$ cat src/rtl/vram_arbiter.sv
// Purpose: shares the single VRAM word port between the CPU bus and the video fetcher, video first with a CPU burst limit.
// Latency: CPU grant to cpu_ack is 2 edges; a video push reaches vid_valid after at least 3 edges.
// Backpressure: cpu_req is held until cpu_ack; video requests arriving at a full FIFO are dropped and flagged in vid_ovf.
module vram_arbiter #(
    parameter int AW            = 10,
    parameter int DW            = 16,
    parameter int VQ_DEPTH      = 2,
    parameter int MAX_VID_BURST = 4
) (
    input  logic          clk,
    input  logic          rst_n,
    input  logic          cpu_req,
    input  logic          cpu_we,
    input  logic [1:0]    cpu_sel,
    input  logic [AW-1:0] cpu_addr,
    input  logic [DW-1:0] cpu_wdata,
    output logic          cpu_ack,
    output logic [DW-1:0] cpu_rdata,
    input  logic          vid_req,
    input  logic [AW-1:0] vid_addr,
    output logic          vid_valid,
    output logic [DW-1:0] vid_rdata,
    output logic          vid_ovf,
    output logic [AW-1:0] ram_addr,
    output logic [DW-1:0] ram_din,
    output logic          ram_we,
    output logic [1:0]    ram_sel,
    input  logic [DW-1:0] ram_dout
);
    localparam int PW = $clog2(VQ_DEPTH);
    localparam int BW = $clog2(MAX_VID_BURST + 1);
    localparam logic [PW:0]   VQ_FULL   = (PW + 1)'(VQ_DEPTH);
    localparam logic [BW-1:0] BURST_MAX = BW'(MAX_VID_BURST);

    typedef enum logic [1:0] {SLOT_IDLE, SLOT_VID, SLOT_CPU} slot_t;

    logic [AW-1:0] vq_mem [VQ_DEPTH];
    logic [PW-1:0] vq_rd_ptr, vq_wr_ptr;
    logic [PW:0]   vq_cnt;
    logic          vq_empty, vq_full, vq_push, vq_pop;
    logic          cpu_pend, cpu_elig;
    logic [BW-1:0] burst_cnt;
    logic          grant_vid, grant_cpu;
    slot_t         slot0, slot1;
    logic          slot1_we;

    assign vq_empty = (vq_cnt == '0);
    assign vq_full  = (vq_cnt == VQ_FULL);
    assign cpu_elig = cpu_req & ~cpu_pend & ~cpu_ack;

    // The burst limit overrides video priority once the CPU has waited long enough.
    always_comb begin
        grant_vid = 1'b0;
        grant_cpu = 1'b0;
        if (cpu_elig && burst_cnt == BURST_MAX) begin
            grant_cpu = 1'b1;
        end else if (!vq_empty) begin
            grant_vid = 1'b1;
        end else if (cpu_elig) begin
            grant_cpu = 1'b1;
        end
    end

    assign vq_pop  = grant_vid;
    assign vq_push = vid_req & (~vq_full | vq_pop);

    always_ff @(posedge clk) begin
        if (vq_push) vq_mem[vq_wr_ptr] <= vid_addr;
    end

    always_ff @(posedge clk or negedge rst_n) begin
        if (!rst_n) begin
            vq_rd_ptr <= '0;
            vq_wr_ptr <= '0;
            vq_cnt    <= '0;
            vid_ovf   <= 1'b0;
            burst_cnt <= '0;
            cpu_pend  <= 1'b0;
            ram_addr  <= '0;
            ram_din   <= '0;
            ram_we    <= 1'b0;
            ram_sel   <= 2'b00;
            slot0     <= SLOT_IDLE;
            slot1     <= SLOT_IDLE;
            slot1_we  <= 1'b0;
            vid_valid <= 1'b0;
            vid_rdata <= '0;
            cpu_ack   <= 1'b0;
            cpu_rdata <= '0;
        end else begin
            if (vq_push) vq_wr_ptr <= vq_wr_ptr + 1'b1;
            if (vq_pop)  vq_rd_ptr <= vq_rd_ptr + 1'b1;
            vq_cnt <= vq_cnt + {{PW{1'b0}}, vq_push} - {{PW{1'b0}}, vq_pop};
            if (vid_req && vq_full && !vq_pop) vid_ovf <= 1'b1;

            if (grant_cpu || !cpu_elig) begin
                burst_cnt <= '0;
            end else if (grant_vid && burst_cnt != BURST_MAX) begin
                burst_cnt <= burst_cnt + 1'b1;
            end

            if (grant_cpu) begin
                cpu_pend <= 1'b1;
            end else if (slot1 == SLOT_CPU) begin
                cpu_pend <= 1'b0;
            end

            // Access phase: address/data/strobes registered at the grant edge.
            ram_we  <= grant_cpu & cpu_we;
            ram_sel <= (grant_cpu && cpu_we) ? cpu_sel : 2'b00;
            if (grant_vid) begin
                ram_addr <= vq_mem[vq_rd_ptr];
            end else if (grant_cpu) begin
                ram_addr <= cpu_addr;
                ram_din  <= cpu_wdata;
            end
            slot0    <= grant_vid ? SLOT_VID : (grant_cpu ? SLOT_CPU : SLOT_IDLE);
            slot1    <= slot0;
            slot1_we <= ram_we;

            // Return phase: RAM read data is valid two edges after the grant.
            vid_valid <= (slot1 == SLOT_VID);
            if (slot1 == SLOT_VID) vid_rdata <= ram_dout;
            cpu_ack <= (slot1 == SLOT_CPU);
            if (slot1 == SLOT_CPU && !slot1_we) cpu_rdata <= ram_dout;
        end
    end
endmodule

$ cat config.mk
export PLATFORM = sky130hd
export DESIGN_NAME = vram_arbiter
export DESIGN_NICKNAME = d
export VERILOG_FILES = /design/src/rtl/vram_arbiter.sv
export SDC_FILE = /design/constraint.sdc
export NUM_CORES = 1
export LEC_CHECK = 0
export ABC_AREA = 0
export CAP_MARGIN = 20
export CORE_UTILIZATION = 35
export CTS_CLUSTER_DIAMETER = 200
export DETAILED_ROUTE_END_ITERATION = 8
export GPL_TIMING_DRIVEN = 0
export PLACE_DENSITY = 0.64
export SLEW_MARGIN = 10
export SYNTH_ARGS = -nofsm -noshare
export SYNTH_HDL_FRONTEND = slang
export SYNTH_SLANG_ARGS = --single-unit
$ cat constraint.sdc
create_clock -name clk -period 2.5 [get_ports clk]
set_clock_uncertainty 0.15 [all_clocks]
set_input_delay 0.625 -clock clk [delete_from_list [all_inputs] [get_ports clk]]
set_output_delay 0.625 -clock clk [all_outputs]
set_load 0.005 [all_outputs]
==> results of run 1 <==
[worst register-to-register path: stages (launching register included)]
cell,delay [ps]
dfrtp_1,470
buf_2,280
nor2_1,80
a31oi_1,340
ha_1,310
inv_1,50
ha_1,140
xnor2_1,130
xnor2_1,130
[per-stage QoR]
stage | utilization, % | total power (µW)
final | 51.9 | 5720
after global routing | 51.9 | 6100
after CTS | 51.6 | 5780
after detailed placement | 49.9 | 4810
after global placement | 49.6 | 4740
after floorplan | - | 3540
[worst paths after layout]
path / startpoint / endpoint / slack, ps
worst min register to register: slot0[0] / slot1[0] / 210
worst max register to register: vq_cnt[1] / vq_cnt[1] / 340
max in group asynchronous: rst_n / vq_cnt[0] / 1590
worst min-delay path: rst_n / cpu_rdata[3] / 40
min in group clk: slot0[0] / slot1[0] / 210
worst max-delay path: cpu_req / vq_cnt[1] / 80
[power by group]
| part | switching [µW] | total [µW] | internal (µW) | leakage [µW] |
|---|---|---|---|---|
| registers | 292 | 2480 | 2190 | 0.00112 |
| clock network | 583 | 963 | 380 | 0.0000925 |
| logic | 849 | 2280 | 1430 | 0.00100 |
| total | 1720 | 5720 | 4000 | 0.00222 |
[metal layers]
layer | GRT usage (%) | vias to the layer above | part of all wire (%)
met4 | 5.95 | 0 | 1.2
met1 | 20.7 | 1200 | 47
met3 | 3.15 | 8 | 5.5
li1 | - | 1155 | -
met5 | 0 | - | 0
met2 | 24.0 | 99 | 46
[cell families after synthesis]
kind of cell	count (synthesis)	share of synthesized area, %
xor+xnor	5	1.17
compound gates	25	5.20
fa+ha+maj	4	1.33
mux	58	17.1
buf+inv	20	2.77
simple gates	38	5.13
flops	97	67.3
[cells in the mapped netlist, types with 4 or more instances]
library cell,number
dfrtp_1,77
mux2_2,48
edfxtp_1,20
nor2_1,14
nor3_1,13
a21oi_1,10
a221o_1,10
mux2i_1,10
inv_1,7
buf_2,5
clkbuf_1,4
ha_1,4
xnor2_1,4
[final cells by class]
| cell class | instances | area (µm²) |
|---|---|---|
| Sequential cell | 97 | 2530 |
| Tap cell | 136 | 170 |
| Multi-Input combinational cell | 130 | 1140 |
| Buffer | 12 | 75.1 |
| Clock buffer | 9 | 124 |
| Clock inverter | 7 | 58.8 |
| Timing Repair Buffer | 125 | 1260 |
| Fill cell | 926 | 4990 |
| Inverter | 7 | 26.3 |
[registers in the layout, summed over array words and instances (netlist names), 2 cells and up]
| register | flops |
|---|---|
| ram_din | 16 |
| ram_addr | 10 |
| vid_rdata | 16 |
| burst_cnt | 3 |
| cpu_rdata | 16 |
| vq_mem | 20 |
| slot1 | 2 |
| slot0 | 2 |
| ram_sel | 2 |
| vq_cnt | 2 |
[repair_timing]
| item | CTS | global route |
|---|---|---|
| resized for setup | 0 | 6 |
| hold endpoints to repair | 0 | 0 |
| setup endpoints to repair | 21 | 21 |
| pin swaps | 1 | 1 |
| buffers inserted | 0 | 2 |
==> summary.md, run 1 <==
| Metric | Value |
|---|---|
| Run status | finished clean |
| Relative slew margins | 60.2% |
| Post-Synthesis Cell Area | 3750 µm² |
| Sequential area share after synthesis | roughly two thirds |
| Asr flop ratio synth | between 70 and 80% |
| Worst path max stage delay | 510 ps |
| Final nets | approximately 450 |
| Initial antenna violation count | 0 |
| Final Slew Violations | 0 |
| DRT Pass-1 Iters | 4 |
| Vias per cell | approximately 4.7 |
| Setup ws final | ~80 ps |
| Synth Register Bits | 97 |
| Detailed Route WL | between 8000 and 9000 µm |
| Worst hold path type | input port to asynchronous set/reset pin |
| PwrDens | 1060 nW/µm² |
| Crit start category | input port |
| Mean Syn Cell Area | between 15 and 20 µm² |
| CTS HTree Levels | 3 |
| Max-Cap Viols | 0 |
| Placed cells | 506 |
| Slowest CP cell | or3b_1 |
| Commonest non-fill, non-tap cell in the layout | clkdlybuf4s50_1 |
| Min Tclk post-route | ~2400 ps |
| Global-route wire length before repair | roughly 13000 µm |
| Detailed placement HPWL | 5740 µm |
| Primary FF master, synth | dfrtp_1 |
| Maximum VDD drop | approximately 370 µV |
| WP buf/inv | 2 |
| WP depth | 8 |
| Die height | approximately 110 µm |
| Post-route cell area | 5380 µm² |
| Cts hold-fix bufs | 0 |
| Vias post-DR | approximately 2500 |
| Clock Latency Late Sink | around 360 ps |
| # setup viols final | 0 |
| Worst-margin pin slew | just under 600 ps |
| Critical-path cell list | clkdlybuf4s50_1 > or3b_1 > o21ai_4 > ha_1 > inv_1 > ha_1 > xnor2_1 > xnor2_1 |
| Commonest cells after routing, fill and taps aside | 121 x clkdlybuf4s50_1, 77 x dfrtp_1, 48 x mux2_2 |
| Mapped Nets | 310 |
| RSZ-0062 raised after global routing | no |
| TritonCTS clock tree | done |
| Clock-pin slew on the worst setup and hold paths | ~100 ps |
| CTS sink count | 97 |
| Setup TNS | 0 ps |
| Dominant cells by area after synthesis | dfrtp_1 51%, edfxtp_1 16%, mux2_2 14%, a221o_1 2.7%, mux2i_1 2.7% |
| Num ports | 123 |
| Starting Density | approximately 36% |
| DR WL/cell | 15.3 µm |
| Worst setup EP type | register |
| Area share of the largest cell type after synthesis | between 50% and 60% |
| I/O Buffers | 122 |
| Fin Hold WS | 41.5 ps |
| Crit Path Class | input port to register |
| Achievable Freq | 0.413 GHz |
| CP required | ~2600 ps |
| Inserted Clock Buffers | 9 |
| Hold Fails Final Rpt | 0 |
| Dpl cell area | about 5200 µm² |
| Vias in the first global route | approximately 2500 |
| Warnings, synthesis | 0 |
| Cell row count | 37 |
| Final worst path period share | a little over nine tenths |
| Area grow syn2layout | 43.4% |
| FF-to-FF path depth | 8 |
| Clock root cell | clkbuf_8 |
| Crit path arrival time | ~2600 ps |
| Leakage | 0.00222 µW |
| Largest net degree at the start of global routing | between 40 and 50 |
| Number of synthesized flops with an enable pin | 20 |
| Fraction of layout cells with a size suffix above 1 | 21.7% |
| Die W | 106 µm |
| Total grt overflow | 0 |
| Ant diodes | 0 |
| Top cell family by delay on the critical path | buffers and inverters |
| Yosys top cell by area | dfrtp_1 |
| Die Area | 11100 µm² |
| Drc violations | 0 |
| Clock buffer depth | 2 |
| Core ar. | roughly 10000 µm² |
| Gate Count Post-Synth | about 250 |
| Worst-path maximum fanout | 6 |
| Fin cells | ~520 |
| Yosys cell types | 28 |
| Initial DRC count | a little over 90 |
| Routed Antenna Nets | 0 |
| Overall routing resource usage | ~15% |
| Place WS | -522 ps |
| Gpl congestion | about 0.7 |
Power figures use the tool's default switching activity.
==> run 2: changes to the inputs <==
Clock period 2.5 ns to 2.6 ns, I/O delays scaled along.
==> run 2 against run 1 <==
Effect of this change: first-iteration DRC count decreased by 16%; final area about the same; register-to-register slack got worse by 50 ps; die area unchanged; critical endpoint unchanged; combinational power decreased by 4%; critical path depth increased by 1; cell count increased by 0.19%; sequential power decreased by 4%; highest routed layer unchanged.
==> summary.md, run 2 (synthesis results as in run 1) <==
| Metric | Value |
|---|---|
| Max-Cap Viols | 0 |
| Final Slew Violations | 0 |
| FF-to-FF path depth | 8 |
| CP required | roughly 2700 ps |
| TritonCTS clock tree | done |
| CTS sink count | 97 |
| Reg with most FFs | vq_mem |
| DRT Pass-1 Iters | 4 |
| Initial DRC count | between 70 and 80 |
| Gpl congestion | 0.708 |
| Cell row count | 37 |
| # setup viols final | 0 |
| I/O Buffers | approximately 120 |
| Overall routing resource usage | 15.2% |
| Hold Fails Final Rpt | 0 |
| Clock buffer depth | 2 |
| Vias in the first global route | approximately 2500 |
| Clock Latency Late Sink | about 360 ps |
| Slowest CP cell | clkdlybuf4s50_1 |
| Run status | finished clean |
| Vias post-DR | ~2500 |
| Vias per cell | about 4.7 |
| Leakage | roughly 0.0022 µW |
| Die height | between 100 and 150 µm |
| PwrDens | approximately 1000 nW/µm² |
| Tot Pwr | ~5500 µW |
| Crit start category | input port |
| Final nets | approximately 450 |
| Die W | approximately 110 µm |
| Routed Antenna Nets | 0 |
| Top cell family by delay on the critical path | buffers and inverters |
| CTS HTree Levels | 3 |
| Min Tclk post-route | between 2000 and 2500 ps |
| Commonest cells after routing, fill and taps aside | 121 x clkdlybuf4s50_1, 77 x dfrtp_1, 48 x mux2_2 |
| Crit path arrival time | 2600 ps |
| Worst-path maximum fanout | 6 |
| Largest net degree at the start of global routing | 47 |
| Dpl cell area | a little over 5000 µm² |
| Worst hold path type | input port to asynchronous set/reset pin |
| Drc violations | 0 |
| Total grt overflow | 0 |
| Die Area | approximately 11000 µm² |
| Global-route wire length before repair | 12900 µm |
| Max reg flops | 20 |
| Area grow syn2layout | 43.3% |
| Post-route cell area | between 5000 and 6000 µm² |
| Core ar. | between 10000 and 15000 µm² |
| Ant diodes | 0 |
| Detailed placement HPWL | around 5700 µm |
| Relative slew margins | between 60 and 70% |
| Cts hold-fix bufs | 0 |
| RSZ-0062 raised after global routing | no |
| Fraction of layout cells with a size suffix above 1 | 21.1% |
| Detailed Route WL | between 8000 and 9000 µm |
| R2r setup slk | a little under 300 ps |
| DR WL/cell | ~15 µm |
| Maximum VDD drop | approximately 360 µV |
| Initial antenna violation count | 0 |
| Fillcell total | roughly 930 |
| Critical-path cell list | clkdlybuf4s50_1 > or3b_1 > clkbuf_1 > o21ai_4 > ha_1 > inv_1 > ha_1 > xnor2_1 > xnor2_1 |
| Crit Path Class | input port to register |
| RR Startpoint | vq_cnt[0] |
| Commonest non-fill, non-tap cell in the layout | clkdlybuf4s50_1 |
| Starting Density | 36.2% |
| Achievable Freq | ~0.41 GHz |
| Critical R2R Capture | vq_cnt[1] |
| Final worst path period share | 94.8% |
| Worst-margin pin slew | a little under 600 ps |
| Clock-pin slew on the worst setup and hold paths | 100 ps |
| Worst path max stage delay | around 470 ps |
| Num ports | 123 |
| WP buf/inv | 3 |
| Inserted Clock Buffers | 9 |
| Clock root cell | clkbuf_8 |
| Worst setup EP type | register |
| Worst Setup SP | cpu_req |
==> run 2: cell type report <==
type                    count  area, µm²  area share (%)
flip-flops and latches     97       2530            47.0
repair buffers            125       1260            23.4
multi-input cells         130       1130            21.1
well taps                 136        170            3.16
clock buffers               9        124            2.30
plain buffers              13       77.6            1.44
clock inverters             7       58.8            1.09
inverters                   7       26.3           0.488
==> run 2: worst max-delay path by stage <==
stage | to | depth (start not counted)
6_report | vq_cnt[1] | 9
5_1_grt | vq_cnt[1] | 9
4_1_cts | vq_mem[1][6] | 5
3_5_place_dp | vq_mem[1][3] | 5
3_3_place_gp | ram_addr[4] | 1
2_1_floorplan | vq_cnt[1] | 8
==> run 2: report_power, final <==
part           leakage (µW)  internal [µW]  total (µW)  switching (µW)
Sequential          0.00112           2100        2380             278
Clock             0.0000925            365         927             562
Combinational      0.000996           1380        2190             817
Total               0.00221           3840        5500            1660
==> run 2: repair_timing <==
item | in CTS | in global routing
pin swaps | 0 | 1
endpoints found under the setup margin | 20 | 21
setup buffers | 0 | 2
resized for setup | 0 | 3
==> run 2: metrics by stage <==
stage	TNS, ps	cells	hold slack [ps]	worst slack (ps)	utilization [%]
6_report	0	524	66.9	135	51.9
5_1_grt	0	524	76.3	61.2	51.9
4_1_cts	-1340	522	57.1	-76.0	51.6
3_5_place_dp	-9340	506	186	-447	49.9
3_3_place_gp	-159250	505	182	-1970	49.6
2_1_floorplan	0	247	181	347	-
==> run 2: metal layers <==
layer / global-route usage (%) / up-vias / part of all wire, % / routed length (µm)
li1: - / 1159 / - / -
met1: 20.7 / 1207 / 47 / 3790
met2: 24.0 / 100 / 46 / 3700
met3: 3.15 / 8 / 5.6 / 448
met4: 5.95 / 0 / 1.2 / 98
met5: 0 / - / 0 / 0
==> run 3: changes to the inputs <==
Settings changed: CTS_CLUSTER_SIZE set to 8.
==> results of run 3 <==
Final layout, timing and power as in run 2 (identical DEF).
